==> src/rtl/csa_stream_accum_pkg.sv <==
// Shared types and helpers for the carry-save stream accumulator.
package csa_acc_pkg;

  typedef enum logic [1:0] {
    IDLE    = 2'd0,
    ACCUM   = 2'd1,
    RESOLVE = 2'd2,
    DONE    = 2'd3
  } state_t;

  // Operand counter must hold the value MAX_OPS itself.
  function automatic int cnt_width(input int max_ops);
    return $clog2(max_ops + 1);
  endfunction

endpackage

==> src/rtl/csa_stream_accum_if.sv <==
// Operand and result handshake bundle of the carry-save stream accumulator.
interface csa_stream_accum_if #(
  parameter int W       = 8,
  parameter int SUM_W   = 16,
  parameter int MAX_OPS = 10
);
  localparam int CNT_W = csa_acc_pkg::cnt_width(MAX_OPS);

  logic             in_valid;
  logic             in_ready;
  logic [W-1:0]     in_data;
  logic             in_last;
  logic             out_valid;
  logic             out_ready;
  logic [SUM_W-1:0] out_sum;
  logic [CNT_W-1:0] out_count;
  logic             out_ovf;

  modport master (
    output in_valid, in_data, in_last, out_ready,
    input  in_ready, out_valid, out_sum, out_count, out_ovf
  );

  modport slave (
    input  in_valid, in_data, in_last, out_ready,
    output in_ready, out_valid, out_sum, out_count, out_ovf
  );

endinterface

==> src/rtl/csa_stream_accum_row.sv <==
// One row of 3:2 compressors: bitwise full adders without carry propagation.
module csa_row #(
  parameter int N = 16
) (
  input  logic [N-1:0] i_a,
  input  logic [N-1:0] i_b,
  input  logic [N-1:0] i_c,
  output logic [N-1:0] o_s,
  output logic [N-1:0] o_co
);

  assign o_s  = i_a ^ i_b ^ i_c;
  assign o_co = (i_a & i_b) | (i_a & i_c) | (i_b & i_c);

endmodule

==> src/rtl/csa_stream_accum.sv <==
// Streaming multi-operand adder: carry-save accumulation, chunked final resolve.
// Optional macro CSA_ACC_SAT_EN saturates out_sum to all ones on overflow.
module csa_stream_accum
  import csa_acc_pkg::*;
#(
  parameter int W       = 8,
  parameter int SUM_W   = 16,
  parameter int MAX_OPS = 10,
  parameter int CHUNK   = 4
) (
  input  logic              clk,
  input  logic              rst_n,
  csa_stream_accum_if.slave bus
);

  localparam int CNT_W  = cnt_width(MAX_OPS);
  localparam int NCHUNK = SUM_W / CHUNK;
  localparam int KW     = (NCHUNK > 1) ? $clog2(NCHUNK) : 1;

  state_t           r_state;
  state_t           w_next;
  logic [SUM_W-1:0] r_s;
  logic [SUM_W-1:0] r_c;
  logic [SUM_W-1:0] r_res;
  logic [CNT_W-1:0] r_cnt;
  logic             r_ovf;
  logic             r_cin;
  logic [KW-1:0]    r_k;

  logic [W-1:0]     w_data;
  logic [SUM_W-1:0] w_ext;
  logic [SUM_W-1:0] w_c_sh;
  logic [SUM_W-1:0] w_row_s;
  logic [SUM_W-1:0] w_row_c;
  logic             w_in_ready;
  logic             w_accept;
  logic [CNT_W-1:0] w_cnt_next;
  logic             w_end;
  logic             w_last_chunk;
  int               w_base;
  logic [CHUNK-1:0] w_chunk_a;
  logic [CHUNK-1:0] w_chunk_b;
  logic [CHUNK:0]   w_chunk_sum;

  assign w_data       = bus.in_data;
  assign w_ext        = SUM_W'(w_data);
  assign w_c_sh       = r_c << 1;
  // Gated by rst_n so the input side looks closed for the whole reset pulse.
  assign w_in_ready   = rst_n && ((r_state == IDLE) || (r_state == ACCUM));
  assign w_accept     = bus.in_valid && w_in_ready;
  assign w_cnt_next   = (r_state == IDLE) ? CNT_W'(1) : (r_cnt + CNT_W'(1));
  assign w_end        = bus.in_last || (w_cnt_next == CNT_W'(MAX_OPS));
  assign w_last_chunk = (r_k == KW'(NCHUNK - 1));

  csa_row #(.N(SUM_W)) u_row (
    .i_a  (r_s),
    .i_b  (w_c_sh),
    .i_c  (w_ext),
    .o_s  (w_row_s),
    .o_co (w_row_c)
  );

  always_comb begin
    w_base      = int'(r_k) * CHUNK;
    w_chunk_a   = r_s[w_base +: CHUNK];
    w_chunk_b   = w_c_sh[w_base +: CHUNK];
    w_chunk_sum = {1'b0, w_chunk_a} + {1'b0, w_chunk_b} + {{CHUNK{1'b0}}, r_cin};
  end

  always_ff @(posedge clk or negedge rst_n) begin
    if (!rst_n) begin
      r_state <= IDLE;
    end else begin
      r_state <= w_next;
    end
  end

  always_comb begin
    w_next = r_state;
    case (r_state)
      IDLE, ACCUM: begin
        if (w_accept) begin
          w_next = w_end ? RESOLVE : ACCUM;
        end
      end
      RESOLVE: begin
        if (w_last_chunk) begin
          w_next = DONE;
        end
      end
      DONE: begin
        if (bus.out_ready) begin
          w_next = IDLE;
        end
      end
      default: w_next = IDLE;
    endcase
  end

  // Overflow is exact: a carry MSB dropped by C<<1 or a final chunk carry both mean >= 2^SUM_W.
  always_ff @(posedge clk or negedge rst_n) begin
    if (!rst_n) begin
      r_s   <= '0;
      r_c   <= '0;
      r_res <= '0;
      r_cnt <= '0;
      r_ovf <= 1'b0;
      r_cin <= 1'b0;
      r_k   <= '0;
    end else begin
      case (r_state)
        IDLE: begin
          if (w_accept) begin
            r_s   <= w_ext;
            r_c   <= '0;
            r_cnt <= CNT_W'(1);
            r_ovf <= 1'b0;
            r_cin <= 1'b0;
            r_k   <= '0;
          end
        end
        ACCUM: begin
          if (w_accept) begin
            r_s   <= w_row_s;
            r_c   <= w_row_c;
            r_cnt <= w_cnt_next;
            r_ovf <= r_ovf | r_c[SUM_W-1];
            r_cin <= 1'b0;
            r_k   <= '0;
          end
        end
        RESOLVE: begin
          r_res[w_base +: CHUNK] <= w_chunk_sum[CHUNK-1:0];
          r_cin                  <= w_chunk_sum[CHUNK];
          if (w_last_chunk) begin
            r_k   <= '0;
            r_ovf <= r_ovf | w_chunk_sum[CHUNK] | r_c[SUM_W-1];
          end else begin
            r_k   <= r_k + KW'(1);
          end
        end
        default: begin
        end
      endcase
    end
  end

  assign bus.in_ready  = w_in_ready;
  assign bus.out_valid = (r_state == DONE);
  assign bus.out_count = r_cnt;
  assign bus.out_ovf   = r_ovf;

`ifdef CSA_ACC_SAT_EN
  assign bus.out_sum = r_ovf ? {SUM_W{1'b1}} : r_res;
`else
  assign bus.out_sum = r_res;
`endif

endmodule

==> src/flat_wrapper.sv <==
// flat-port wrapper written by rule: the top's interface ports become plain ports
module csa_stream_accum_flat import csa_acc_pkg::*;
#(
  parameter int W       = 8,
  parameter int SUM_W   = 16,
  parameter int MAX_OPS = 10,
  parameter int CHUNK   = 4
)
  (clk, rst_n, bus_in_valid, bus_in_data, bus_in_last, bus_out_ready, bus_in_ready, bus_out_valid, bus_out_sum, bus_out_count, bus_out_ovf);
  csa_stream_accum_if #(.W(W), .SUM_W(SUM_W), .MAX_OPS(MAX_OPS)) bus_i ();
  input  logic clk;
  input  logic rst_n;
  input wire logic [$bits(bus_i.in_valid)-1:0] bus_in_valid;
  input wire logic [$bits(bus_i.in_data)-1:0] bus_in_data;
  input wire logic [$bits(bus_i.in_last)-1:0] bus_in_last;
  input wire logic [$bits(bus_i.out_ready)-1:0] bus_out_ready;
  output wire logic [$bits(bus_i.in_ready)-1:0] bus_in_ready;
  output wire logic [$bits(bus_i.out_valid)-1:0] bus_out_valid;
  output wire logic [$bits(bus_i.out_sum)-1:0] bus_out_sum;
  output wire logic [$bits(bus_i.out_count)-1:0] bus_out_count;
  output wire logic [$bits(bus_i.out_ovf)-1:0] bus_out_ovf;
  assign bus_i.in_valid = bus_in_valid;
  assign bus_i.in_data = bus_in_data;
  assign bus_i.in_last = bus_in_last;
  assign bus_i.out_ready = bus_out_ready;
  assign bus_in_ready = bus_i.in_ready;
  assign bus_out_valid = bus_i.out_valid;
  assign bus_out_sum = bus_i.out_sum;
  assign bus_out_count = bus_i.out_count;
  assign bus_out_ovf = bus_i.out_ovf;
  csa_stream_accum #(.W(W), .SUM_W(SUM_W), .MAX_OPS(MAX_OPS), .CHUNK(CHUNK)) u_core (.clk(clk), .rst_n(rst_n), .bus(bus_i));
endmodule
==> config.mk <==
export PLATFORM = sky130hd
export DESIGN_NAME = csa_stream_accum_flat
export DESIGN_NICKNAME = d
export VERILOG_FILES = /design/src/rtl/csa_stream_accum_pkg.sv /design/src/rtl/csa_stream_accum_if.sv /design/src/rtl/csa_stream_accum_row.sv /design/src/rtl/csa_stream_accum.sv /design/src/flat_wrapper.sv
export SDC_FILE = /design/constraint.sdc
export NUM_CORES = 1
export LEC_CHECK = 0
export ABC_AREA = 1
export BUFFER_PORTS_ARGS = -buffer_cell sky130_fd_sc_hd__clkbuf_2
export CORE_MARGIN = 10
export CORE_UTILIZATION = 55
export DETAILED_ROUTE_END_ITERATION = 8
export MAX_ROUTING_LAYER = met4
export PLACE_DENSITY = 0.86
export SLEW_MARGIN = 20
export SYNTH_ARGS = -nofsm -noshare
export SYNTH_HDL_FRONTEND = slang
export SYNTH_SLANG_ARGS = --single-unit
==> constraint.sdc <==
create_clock -name clk -period 3.5 [get_ports clk]
set_clock_uncertainty 0.2 [all_clocks]
set_input_delay 0.525 -clock clk [delete_from_list [all_inputs] [get_ports clk]]
set_output_delay 0.525 -clock clk [all_outputs]
set_load 0.02 [all_outputs]
=== Word-level counts from Yosys, hierarchy flattened ===
Index checks and enable logic that the tools add are counted.

* Add/sub/neg operators: 5
* Reduce and logical (&&, ||, !) cells: 13
* Bitwise gates (word level): 10
* Muxes and demuxes: 24
* Shifts and indexed selects: 4
* Equal/unequal tests: 10

{| class="wikitable"
|+ Operators by type and width
! operator !! number
|-
| $mux 16 || 4
|-
| $pmux 16 s2 || 2
|-
| $neg 4->33 || 1
|-
| $shift 4x33->16 const A || 1
|-
| $shiftx 4x33->16 || 1
|-
| $and 16x8->16 || 2
|-
| $or 16x16->16 || 2
|-
| $shiftx 16x5->4 || 2
|-
| $and 16x16->16 || 1
|-
| $bwmux 16 || 1
|-
| $xor 16x16->16 || 1
|-
| $xor 16x8->16 || 1
|-
| $mux 2 || 6
|-
| $mux 4 || 3
|-
| $ne 2x1->1 const B || 4
|-
| $pmux 4 s2 || 1
|-
| $eq 2x2->1 const B || 3
|-
| $pmux 2 s3 || 1
|-
| $reduce_and 3->1 || 2
|-
| $add 4x4->5 || 1
|-
| $add 5x1->5 || 1
|-
| $add 4x1->4 const B || 1
|-
| $eq 4x4->1 const B || 1
|-
| $pmux 2 s2 || 1
|-
| other kinds (15) || 22
|}

* Output and inout bits: 23
* Logic and storage cells: 74
* Bits in registers: 58
* Bits of input ports: 13

=== Longest topological paths before layout ===
Gate-level depths: netlist of the first run.

* Depth after elaboration: 7
* Depth in mapped cells: 13

=== Modules after synthesis ===
A second synthesis of the first run with hierarchy kept.

* Cells, all modules: 339
* Area, all modules: 3219.3 µm²

{| class="wikitable"
|+ Modules (own cells, without submodules)
! module !! cells each !! times used !! area each (µm²)
|-
| csa_stream_accum || 323 || 1 || 2899.0
|-
| csa_row || 16 || 1 || 320.3
|}

=== Worst setup path before layout of the first run ===
No wires, ideal clock.

* Path kind: register to register
* From: register u_core.r_k[1]
* To: register u_core.r_res[10], in the netlist u_core.bus.out_sum[10]
* Data arrival time: 2.327 ns
* Data required time: 3.179 ns
* Clock period less this slack: 2.648 ns
* Library setup time: 0.121 ns
* Cell stages (with the launch flop): 11
* Path buffers: 1
* Setup slack: 0.852 ns
* Path through: dfrtp_1 inv_1 buf_1 a21oi_1 o21ai_0 o31ai_1 fa_1 fa_1 xnor2_1 nor2_1 a22o_1

* Word-level cells in the longest chain between the ends: 5

{| class="wikitable"
|+ Ends and longest elaborated chain
! element !! line !! source
|-
| start: declaration || csa_stream_accum.sv:28 || <nowiki>logic [KW-1:0] r_k;</nowiki>
|-
| start signal: assignment || csa_stream_accum.sv:139 || <nowiki>r_k <= r_k + KW'(1);</nowiki>
|-
| $shiftx 16x5->4 (on tied branches) || csa_stream_accum.sv:65, csa_stream_accum.sv:66 ||
|-
| $add 4x4->5 || csa_stream_accum.sv:67 || <nowiki>w_chunk_sum = {1'b0, w_chunk_a} + {1'b0, w_chunk_b} + {{CHUNK{1'b0}}, r_cin};</nowiki>
|-
| $add 5x1->5 || csa_stream_accum.sv:67 ||
|-
| $shiftx 4x33->16 || csa_stream_accum.sv:133 || <nowiki>r_res[w_base +: CHUNK] <= w_chunk_sum[CHUNK-1:0];</nowiki>
|-
| $bwmux 16 * || csa_stream_accum.sv:133 ||
|-
| end signal: indexed assignment || csa_stream_accum.sv:133 ||
|-
| end: declaration || csa_stream_accum.sv:24 || <nowiki>logic [SUM_W-1:0] r_res;</nowiki>
|}

Every way passes the cells marked *; elsewhere a longest branch is shown, timed or not.
A chain may end at the register's enable or synchronous reset.

=== Final worst setup path of the first run ===
* From: register u_core.r_k[1]
* To: register u_core.r_res[14], in the netlist u_core.bus.out_sum[14]

The elaborated chain is that of the path after synthesis.

==> results of run 1 <==
cells by family (layout without fill, tap and decap cells):
kind of cell,Yosys count,after routing,synth area share
compound gates,101,101,0.181
xor+xnor,1,1,0.00261
fa+ha+maj,32,32,0.140
buf+inv,66,105,0.0836
flops,58,58,0.433
simple gates,127,127,0.161
worst paths after layout:
check                                                  start  slack, ns                                 end
setup / recovery                   u_core.r_k[1]$_DFFE_PN0P_       0.65  u_core.bus.out_sum[14]$_DFFE_PN0P_
hold / removal                                         rst_n       0.23   u_core.bus.out_sum[9]$_DFFE_PN0P_
setup reg to reg                   u_core.r_k[1]$_DFFE_PN0P_       0.65  u_core.bus.out_sum[14]$_DFFE_PN0P_
hold reg to reg            u_core.bus.out_sum[7]$_DFFE_PN0P_       0.29   u_core.bus.out_sum[7]$_DFFE_PN0P_
max in group asynchronous                              rst_n       2.39           u_core.r_s[2]$_DFFE_PN0P_
min in group clk                                 bus_in_last       0.25       u_core.r_state[0]$_DFFE_PN0P_
worst max-delay path, delay by kind of cell (launching register included):
family	cells	cell delay, ns
compound gates	4	0.52
xor+xnor	1	0.17
fa+ha+maj	2	0.82
buf+inv	1	0.40
flops	1	0.44
simple gates	2	0.22
flip-flops by register name, indices dropped and copies added (netlist names):
register and flops:
u_core.r_cin 1, u_core.r_k 2, u_core.bus.out_ovf 1, u_core.bus.out_count 4, u_core.r_s 16, u_core.bus.out_sum 16
u_core.r_state 2, u_core.r_c 16
power by group through the flow:
stage	Sequential, uW	Clock, uW	Combinational [uW]
floorplan	1060	0	1350
global placement	1040	0	1730
detailed placement	1050	0	1810
CTS	1050	699	1850
global route	1080	731	2100
finish	1050	689	1840
routing by layer:
| metal | vias to the layer above | global-route usage | routed length [um] |
|---|---|---|---|
| li1 | 1327 | - | - |
| met2 | 65 | 0.268 | 3740 |
| met3 | 14 | 0.0451 | 385 |
| met4 | 0 | 0.0738 | 164 |
| met5 | - | - | 0 |
| met1 | 1329 | 0.197 | 3330 |
cells in the mapped netlist (7+ instances only):
cell type	instances
dfrtp_1	58
o21ai_0	47
o211ai_1	7
inv_1	49
a21oi_1	31
nand3_1	13
nor2_1	11
o22ai_2	8
buf_2	7
ha_1	23
fa_1	9
nand2_1	90
area by class of cell:
| cell class | instances | area share |
|---|---|---|
| multi-input combinational | 261 | 0.429 |
| sequential | 58 | 0.383 |
| timing repair buffer | 40 | 0.0562 |
| inverter | 49 | 0.0486 |
| clock buffer | 11 | 0.0373 |
| tap | 75 | 0.0248 |
| clock inverter | 5 | 0.0205 |
stage by stage:
step                total power [uW]  hold WS, ns
floorplan                       2410       0.0294
global placement                2770        0.264
detailed placement              2870        0.271
CTS                             3590        0.236
global route                    3900        0.261
finish                          3580        0.233
==> reports/qor.csv, run 1 <==
metric;value;unit
Psw;1650;uW
DR vias;2735;
post-DP HPWL;5.54;mm
drt wl/cell;15.3;um
Peak VDD IR;0.522;mV
residual DRC count;0;
Ant. Diodes;0;
area grow syn2layout;13.0;%
TritonCTS buffer count;9;
CTS tree;yes;
Tmin final;2.85;ns
Max Cap Viol;0;
Power Dens Cells;946;mW/mm2
Post-Syn Instances;385;
final WL;7.62;mm
Crit path arrival time;2.92;ns
most frequent cells in the layout;90 x nand2_1, 58 x dfrtp_1, 49 x inv_1;
synthesized flop and latch total;58;
core area;0.00592;mm2
Max Fclk;350;MHz
Clk Latency, worst-skew pair;0.34;ns
# rows;28;
critical path's slowest cell;dfrtp_1;
part of the power in registers;0.293;
Synthesis Warnings;0;
actual slew at the worst max-slew pin;0.727;ns
Final Cycle Share;0.815;
Switching Fraction;0.459;
Slew Viols, Final;0;
Clock transition at path regs;0.07;ns
Seq/Total Area, Yosys;0.433;
unrepaired setup endpoints after global routing;no;
Internal;1940;uW
Place WS;0.689;ns
Comb pwr share;0.515;
largest net degree at the start of global routing;59;
share of cells above drive strength 1;0.170;
DR iter-0 viols;166;
final net count;464;
DIE HEIGHT;98.1;um
distinct cell type count after synthesis;27;
First-pass DRT Iterations;4;
Placer Congestion;0.878;
initial antenna violation count;0;
FILL cells;480;
Async S/R FF share, synth;1.00;
crit start category;register;
Clock power frac;0.192;
Avg Vias per Cell;5.48;
Hold WC Path Type;input pin to asynchronous set/reset pin;
most common cell after layout, fill and taps aside;nand2_1;
most area-consuming cells after synthesis;dfrtp_1 43%, nand2_1 10%, ha_1 8.6%, o21ai_0 7.0%, inv_1 5.5%;
worst endpoint required time;3.57;ns
Starting Density;0.566;
Hold Fails Final Rpt;0;
ANT nets after route;0;
Final Core Density;0.640;
CTS root buf;clkbuf_8;
multi-input logic area;0.00163;mm2
hold bufs inserted after CTS;0;
setup TNS;0;ns
share of the synthesized area in the top cell type;0.433;
EDFF count, synth;0;
post-CTS sizing;0;
num ports;36;
Pleak;0.00188;uW
Final setup viols;0;
slowest stage delay, CP;0.44;ns
critical path fanouts, max;19;
Overall Global Routing Usage;0.169;
vias in the first global route;2759;
Crit Path Category;register to register;
CTS H-tree depth;3;
Overflow after GRT;0;
die area;0.00962;mm2
Crit. End Element;register;
Storage cell area;0.00145;mm2
R2R cell count;10;
Inst Count DP;483;
clk sinks;58;
Setup Fix Bufs, Post-CTS;0;
CP cell instances;inv_1 > o21ai_0 > a21oi_1 > a21oi_1 > fa_1 > fa_1 > xnor2_1 > nor2_1 > nand2_1 > o21ai_0;
relative slew slack;0.515;
leading area contributor after synthesis;dfrtp_1;
CTS max path bufs;2;
Post-DP Area;0.00357;mm2
die width;98.1;um
first-pass GRT wire length;13.1;mm
Worst Setup Slack, final;0.646;ns
final instance area;0.00379;mm2
syn avg cell area;8.71;um2
Non-Filler Instances;499;
mapped cell area;0.00335;mm2
Port Buffers;35;
prevailing post-synth register cell;dfrtp_1;
syn_nets;430;
outcome;completed;
Note: power is estimated with default switching activity, not from simulation.
==> run 2: changes to the inputs <==
--- a/config.mk
+++ b/config.mk
@@ -5,7 +5,7 @@
 export SDC_FILE = /design/constraint.sdc
 export NUM_CORES = 1
 export LEC_CHECK = 0
-export ABC_AREA = 1
+export ABC_AREA = 0
 export BUFFER_PORTS_ARGS = -buffer_cell sky130_fd_sc_hd__clkbuf_2
 export CORE_MARGIN = 10
 export CORE_UTILIZATION = 55
==> constraint.sdc (replaced) <==
create_clock -name clk -period 3 [get_ports clk]
set_clock_uncertainty 0.2 [all_clocks]
set_input_delay 0.45 -clock clk [delete_from_list [all_inputs] [get_ports clk]]
set_output_delay 0.45 -clock clk [all_outputs]
set_load 0.02 [all_outputs]
==> run 2 against run 1 <==
  * Register-to-register slack lost 0.42 ns
  * Total power shrank 8.8%
  * Critical path depth is the same
  * Flip-flop and latch count is the same
  * First-iteration DRC count grew 24%
  * Design area shrank 2.0%
  * Maximum frequency grew 3.0%
  * Core utilization shrank 0.89 points
  * Critical endpoint is now u_core.r_cin$_DFFE_PN0P_
==> reports/qor.csv, run 2 <==
metric;value;unit;change
outcome;completed;;unchanged
Hold Fails Final Rpt;0;;unchanged
Post-DP Area;0.00353;mm2;was 0.00357 mm2
largest net degree at the start of global routing;67;;was 59
Overflow after GRT;0;;unchanged
Hold WC Path Type;input pin to register;;was input pin to asynchronous set/reset pin
die area;0.00950;mm2;was 0.00962 mm2
post-CTS sizing;0;;unchanged
CTS H-tree depth;3;;unchanged
final WL;6.72;mm;was 7.62 mm
Slew Viols, Final;0;;unchanged
Setup Fix Bufs, Post-CTS;0;;unchanged
Worst Hold Launch;bus_in_data[0];;
Clk Latency, worst-skew pair;0.35;ns;was 0.34 ns
final instance area;0.00371;mm2;was 0.00379 mm2
Final Cycle Share;0.923;;was 0.815
CP cell instances;buf_4 > inv_1 > nand3_1 > o21ai_0 > fa_1 > fa_1 > a21oi_1 > nor2b_1 > o21ai_0 > mux2i_1;;was inv_1 > o21ai_0 > a21oi_1 > a21oi_1 > fa_1 > fa_1 > xnor2_1 > nor2_1 > nand2_1 > o21ai_0
critical path's slowest cell;fa_1;;was dfrtp_1
FILL cells;455;;was 480
# rows;28;;unchanged
relative slew slack;0.712;;was 0.515
syn avg cell area;10.6;um2;was 8.71 um2
TritonCTS buffer count;9;;unchanged
distinct cell type count after synthesis;36;;was 27
clk sinks;58;;unchanged
share of cells above drive strength 1;0.189;;was 0.170
CTS max path bufs;2;;unchanged
DIE HEIGHT;97.5;um;was 98.1 um
num ports;36;;unchanged
Pleak;0.00180;uW;was 0.00188 uW
synthesized flop and latch total;58;;unchanged
post-DP HPWL;5.02;mm;was 5.54 mm
Clock transition at path regs;0.07;ns;about the same
Crit Path Category;register to register;;unchanged
WHS;0.216;ns;was 0.233 ns
Hold Path Stages;3;;
critical path fanouts, max;14;;was 19
most common cell after layout, fill and taps aside;dfrtp_1;;was nand2_1
vias in the first global route;2285;;was 2759
first-pass GRT wire length;11.1;mm;was 13.1 mm
multi-input logic area;0.00166;mm2;was 0.00163 mm2
CTS root buf;clkbuf_8;;unchanged
mapped cell area;0.00330;mm2;was 0.00335 mm2
worst endpoint required time;3.01;ns;was 3.57 ns
Ant. Diodes;0;;unchanged
final net count;396;;was 464
Tmin final;2.77;ns;was 2.85 ns
Max Fclk;361;MHz;was 350 MHz
Final setup viols;0;;unchanged
Hold EP;u_core.r_s[0]$_DFFE_PN0P_;;
reg2reg start;u_core.r_k[0]$_DFFE_PN0P_;;was u_core.r_k[1]$_DFFE_PN0P_
most frequent cells in the layout;58 x dfrtp_1, 53 x nand2_1, 35 x clkbuf_2;;was 90 x nand2_1, 58 x dfrtp_1, 49 x inv_1
R2R Path End;u_core.r_cin$_DFFE_PN0P_;;was u_core.bus.out_sum[14]$_DFFE_PN0P_
Crit path arrival time;2.78;ns;was 2.92 ns
Starting Density;0.561;;was 0.566
Seq/Total Area, Yosys;0.440;;was 0.433
DR iter-0 viols;206;;was 166
syn_nets;356;;was 430
ANT nets after route;0;;unchanged
actual slew at the worst max-slew pin;0.428;ns;was 0.727 ns
most frequent cells after synthesis;58 x dfrtp_1, 53 x nand2_1, 31 x o21ai_0;;was 90 x nand2_1, 58 x dfrtp_1, 49 x inv_1
Storage cell area;0.00145;mm2;unchanged
R2R setup slack;0.23;ns;was 0.65 ns
drt wl/cell;15.6;um;was 15.3 um
Placer Congestion;0.802;;was 0.878
most area-consuming cells after synthesis;dfrtp_1 44%, ha_1 8.7%, nand2_1 6.0%, fa_1 5.5%, mux4_2 4.8%;;was dfrtp_1 43%, nand2_1 10%, ha_1 8.6%, o21ai_0 7.0%, inv_1 5.5%
Post-Syn Instances;311;;was 385
DR vias;2356;;was 2735
Power Dens Cells;881;mW/mm2;was 946 mW/mm2
unrepaired setup endpoints after global routing;no;;unchanged
Peak VDD IR;0.478;mV;was 0.522 mV
Overall Global Routing Usage;0.146;;was 0.169
residual DRC count;0;;unchanged
prevailing post-synth register cell;dfrtp_1;;unchanged
area grow syn2layout;12.5;%;was 13.0%
initial antenna violation count;0;;unchanged
CTS tree;yes;;unchanged
Port Buffers;35;;unchanged
share of the synthesized area in the top cell type;0.440;;was 0.433
core area;0.00589;mm2;was 0.00592 mm2
Crit. End Element;register;;unchanged
slowest stage delay, CP;0.45;ns;was 0.44 ns
die width;97.5;um;was 98.1 um
Async S/R FF share, synth;1.00;;unchanged
most numerous cell in the Yosys netlist;dfrtp_1;;was nand2_1
leading area contributor after synthesis;dfrtp_1;;unchanged
Synthesis Warnings;0;;unchanged
First-pass DRT Iterations;6;;was 4
setup TNS;0;ns;unchanged
EDFF count, synth;0;;unchanged
Max Cap Viol;0;;unchanged
R2R cell count;10;;unchanged
Avg Vias per Cell;5.48;;about the same
crit start category;register;;unchanged
==> run 2: cell types whose count changed in the layout (fill, tap and decap cells not counted), moves of 8 or more <==
cell,previous run,this run
mux2i_1,0,11
a21oi_1,31,9
o21ai_0,47,31
nand2_1,90,53
inv_1,49,26
nand2b_1,0,8
a22o_1,1,16
o22ai_2,8,0
==> run 2: cells by family (layout without fill, tap and decap cells) <==
logic type,count (synthesis),count (layout),share of synthesized area
and+or+nand+nor,93,93,0.137
AOI/OAI and AO/OA,68,68,0.134
DFF,58,58,0.440
buffers and inverters,39,83,0.0580
adders and majority gates,32,32,0.142
muxes,18,18,0.0812
xor gates and xnor gates,3,3,0.00797
==> run 2: through the flow <==
step                      instances   util  total power (uW)  worst slack [ns]
after floorplan                 311      -              2280             0.222
after global placement          414  0.600              2580             0.371
after detailed placement        414  0.600              2650             0.231
after CTS                       430  0.631              3290             0.215
after global routing            430  0.631              3510            0.0613
final                           430  0.631              3270             0.230
==> run 2: area by class of cell <==
class                           instances  area share
Clock inverter                          3     0.00404
Tap cell                               75      0.0253
Multi-Input combinational cell        214       0.446
Sequential cell                        58       0.391
Timing Repair Buffer                   42      0.0654
Clock buffer                           12      0.0418
Inverter                               26      0.0263
==> run 2: critical path: cells and delay by family, from the launching register on <==
family,cells,cell delay (ns)
flip-flops,1,0.37
AND/OR/NAND/NOR,2,0.15
AO/OA/AOI/OAI,3,0.52
multiplexers,1,0.11
adder cells (fa/ha/maj),2,0.87
buffers and inverters,2,0.41
==> run 2: power breakdown <==
group	internal (uW)	switching, uW	total (uW)
registers	956	179	1130
logic	621	875	1500
clock network	336	303	639
==> run 2: how the worst max path moves through the flow <==
stage	end	slack, ns	startpoint
floorplan	u_core.r_cin$_DFFE_PN0P_	0.22	u_core.r_k[0]$_DFFE_PN0P_
global placement	u_core.r_cin$_DFFE_PN0P_	0.37	u_core.r_k[0]$_DFFE_PN0P_
detailed placement	u_core.r_cin$_DFFE_PN0P_	0.23	u_core.r_k[0]$_DFFE_PN0P_
CTS	u_core.r_cin$_DFFE_PN0P_	0.21	u_core.r_k[0]$_DFFE_PN0P_
global route	u_core.r_cin$_DFFE_PN0P_	0.06	u_core.r_k[0]$_DFFE_PN0P_
finish	u_core.r_cin$_DFFE_PN0P_	0.23	u_core.r_k[0]$_DFFE_PN0P_
==> run 2: what timing repair did <==
action / 4_1_cts / 5_1_grt
hold endpoints to repair: 5 / 0
hold buffers: 1 / 0
endpoints found under the setup margin: 0 / 0
==> run 2: metal layers <==
layer | GRT usage | up-vias | wire length (um)
met4 | 0.0671 | 0 | 142
met5 | - | - | 0
met3 | 0.0398 | 15 | 298
met1 | 0.175 | 1147 | 3080
met2 | 0.225 | 46 | 3200
li1 | - | 1148 | -
==> run 3: changes to the inputs <==
--- a/config.mk
+++ b/config.mk
@@ -11,8 +11,9 @@
 export CORE_UTILIZATION = 55
 export DETAILED_ROUTE_END_ITERATION = 8
 export MAX_ROUTING_LAYER = met4
-export PLACE_DENSITY = 0.86
+export PLACE_DENSITY = 0.76
 export SLEW_MARGIN = 20
 export SYNTH_ARGS = -nofsm -noshare
 export SYNTH_HDL_FRONTEND = slang
+export SYNTH_HIERARCHICAL = 1
 export SYNTH_SLANG_ARGS = --single-unit
==> run 3 against run 2 <==
  * Combinational power grew 11%
  * Count of clock-buffer cells in the layout grew 3
  * Clock power grew 20%
  * Worst setup slack gained 0.077 ns
  * Sequential power grew 14%
  * Design area grew 1.6%
  * Register-to-register slack gained 0.08 ns
  * Synthesized cell count shrank 7.7%
  * Maximum frequency grew 2.8%
==> reports/qor.csv, run 3 <==
metric;value;unit;change
outcome;completed;;unchanged
Placer Congestion;0.817;;was 0.802
Non-Filler Instances;414;;was 430
Final setup viols;0;;unchanged
Comb pwr share;0.447;;was 0.458
Tmin final;2.69;ns;was 2.77 ns
Post-Syn Instances;287;;was 311
clk sinks;58;;unchanged
Starting Density;0.562;;was 0.561
CP cell instances;buf_4 > inv_2 > nand3_1 > o21ai_0 > fa_1 > fa_1 > a21oi_1 > nor2b_1 > o21ai_0 > mux2i_1;;was buf_4 > inv_1 > nand3_1 > o21ai_0 > fa_1 > fa_1 > a21oi_1 > nor2b_1 > o21ai_0 > mux2i_1
distinct cell type count after synthesis;38;;was 36
Pleak;0.00177;uW;was 0.00180 uW
CTS tree;yes;;unchanged
mapped cell area;0.00329;mm2;was 0.00330 mm2
EDFF count, synth;0;;unchanged
most frequent cells after synthesis;62 x nand2_1, 58 x dfrtp_1, 39 x o21ai_0;;was 58 x dfrtp_1, 53 x nand2_1, 31 x o21ai_0
actual slew at the worst max-slew pin;0.524;ns;was 0.428 ns
area grow syn2layout;14.7;%;was 12.5%
Avg Vias per Cell;5.53;;was 5.48
slowest stage delay, CP;0.43;ns;was 0.45 ns
Clock transition at path regs;0.06;ns;was 0.07 ns
DIE HEIGHT;97.3;um;was 97.5 um
prevailing post-synth register cell;dfrtp_1;;unchanged
Crit. End Element;register;;unchanged
unrepaired setup endpoints after global routing;no;;unchanged
Slew Viols, Final;0;;unchanged
CTS max path bufs;2;;unchanged
part of the power in registers;0.347;;about the same
Port Buffers;35;;unchanged
Seq/Total Area, Yosys;0.441;;was 0.440
Internal;2180;uW;was 1910 uW
Worst Setup Slack, final;0.306;ns;was 0.230 ns
CTS H-tree depth;3;;unchanged
Final Cycle Share;0.898;;was 0.923
FILL cells;468;;was 455
residual DRC count;0;;unchanged
first-pass GRT wire length;12.0;mm;was 11.1 mm
Max Cap Viol;0;;unchanged
crit start category;register;;unchanged
largest net degree at the start of global routing;65;;was 67
Ant. Diodes;0;;unchanged
DR iter-0 viols;90;;was 206
WHS;0.237;ns;was 0.216 ns
most common cell after layout, fill and taps aside;nand2_1;;was dfrtp_1
Clk Latency, worst-skew pair;0.33;ns;was 0.35 ns
Hold WC Path Type;input pin to register;;unchanged
Overall Global Routing Usage;0.155;;was 0.146
share of the synthesized area in the top cell type;0.441;;was 0.440
Tot Pwr;3710;uW;was 3270 uW
share of cells above drive strength 1;0.212;;was 0.189
Hold Fails Final Rpt;0;;unchanged
relative slew slack;0.651;;was 0.712
# rows;28;;unchanged
initial antenna violation count;0;;unchanged
CTS root buf;clkbuf_8;;unchanged
Crit Path Category;register to register;;unchanged
synthesized flop and latch total;58;;unchanged
Psw;1530;uW;was 1360 uW
leading area contributor after synthesis;dfrtp_1;;unchanged
Clock power frac;0.206;;was 0.195
die area;0.00947;mm2;was 0.00950 mm2
final WL;6.69;mm;was 6.72 mm
First-pass DRT Iterations;4;;was 6
Crit path arrival time;2.69;ns;was 2.78 ns
worst endpoint required time;3.00;ns;was 3.01 ns
Synthesis Warnings;6;;was 0
most frequent cells in the layout;62 x nand2_1, 58 x dfrtp_1, 39 x o21ai_0;;was 58 x dfrtp_1, 53 x nand2_1, 35 x clkbuf_2
DR vias;2290;;was 2356
TritonCTS buffer count;9;;unchanged
Storage cell area;0.00145;mm2;unchanged
Switching Fraction;0.413;;was 0.415
Overflow after GRT;0;;unchanged
final net count;379;;was 396
post-CTS sizing;0;;unchanged
drt wl/cell;16.2;um;was 15.6 um
hold bufs inserted after CTS;1;;unchanged
Place WS;0.314;ns;was 0.231 ns
syn avg cell area;11.5;um2;was 10.6 um2
Peak VDD IR;0.417;mV;was 0.478 mV
critical path's slowest cell;fa_1;;unchanged
num ports;36;;unchanged
critical path fanouts, max;12;;was 14
post-DP HPWL;4.93;mm;was 5.02 mm
most numerous cell in the Yosys netlist;nand2_1;;was dfrtp_1
Setup Fix Bufs, Post-CTS;0;;unchanged
ANT nets after route;0;;unchanged
most area-consuming cells after synthesis;dfrtp_1 44%, fa_1 11%, nand2_1 7.1%, o21ai_0 5.9%, ha_1 5.3%;;was dfrtp_1 44%, ha_1 8.7%, nand2_1 6.0%, fa_1 5.5%, mux4_2 4.8%
die width;97.3;um;was 97.5 um
Power Dens Cells;985;mW/mm2;was 881 mW/mm2
Async S/R FF share, synth;1.00;;unchanged
vias in the first global route;2462;;was 2285
core area;0.00585;mm2;was 0.00589 mm2
setup TNS;0;ns;unchanged
Max Fclk;371;MHz;was 361 MHz
Inst Count DP;397;;was 414
multi-input logic area;0.00176;mm2;was 0.00166 mm2
run 3: power by group through the flow:
stage / combinational [uW] / sequential (uW) / clock, uW
global route: 1860 / 1330 / 830
CTS: 1670 / 1290 / 786
detailed placement: 1650 / 1310 / 0
finish: 1660 / 1290 / 766
floorplan: 1270 / 1270 / 0
global placement: 1590 / 1300 / 0
run 3: per-stage QoR:
stage,utilization,instance area (um2)
2_1_floorplan,-,3320
3_3_place_gp,0.606,3540
3_5_place_dp,0.606,3540
4_1_cts,0.645,3770
5_1_grt,0.645,3770
6_report,0.645,3770
run 3: worst max-delay path, delay by kind of cell, from the launching register on:
kind	cells	cell delay (ns)
AOI/OAI and AO/OA	3	0.47
adders and majority gates	2	0.85
buffers and inverters	2	0.41
DFF	1	0.37
muxes	1	0.11
and+or+nand+nor	2	0.15
run 3: cell type report:
cell class | instances | area share
inverter | 5 | 0.00498
sequential | 58 | 0.385
multi-input combinational | 218 | 0.467
timing repair buffer | 42 | 0.0610
tap | 75 | 0.0249
clock inverter | 1 | 0.00796
clock buffer | 15 | 0.0494
run 3: worst paths after layout:
kind	from	to	slack [ns]	cells past startpoint
min	bus_in_data[2]	u_core/r_s[2]$_DFFE_PN0P_	0.24	3
max reg2reg	u_core/r_k[0]$_DFFE_PN0P_	u_core/r_cin$_DFFE_PN0P_	0.31	10
max	u_core/r_k[0]$_DFFE_PN0P_	u_core/r_cin$_DFFE_PN0P_	0.31	10
max in group asynchronous	rst_n	u_core/r_s[12]$_DFFE_PN0P_	1.56	3
min reg2reg	u_core/bus.out_sum[9]$_DFFE_PN0P_	u_core/bus.out_sum[9]$_DFFE_PN0P_	0.30	1
min in group asynchronous	rst_n	u_core/bus.out_ovf$_DFFE_PN0P_	0.31	2
run 3: routing by layer:
metal / track usage / part of all wire
met1: 0.184 / 0.45
met2: 0.246 / 0.49
met3: 0.0491 / 0.045
met4: 0.0515 / 0.014
met5: - / 0
run 3: logic make-up after synthesis:
| kind of cell | share of synthesized area |
|---|---|
| xor gates and xnor gates | 0.00799 |
| DFF | 0.441 |
| buffers and inverters | 0.0323 |
| and+or+nand+nor | 0.135 |
| adders and majority gates | 0.163 |
| AOI/OAI and AO/OA | 0.131 |
| other | 0.00114 |
| muxes | 0.0879 |
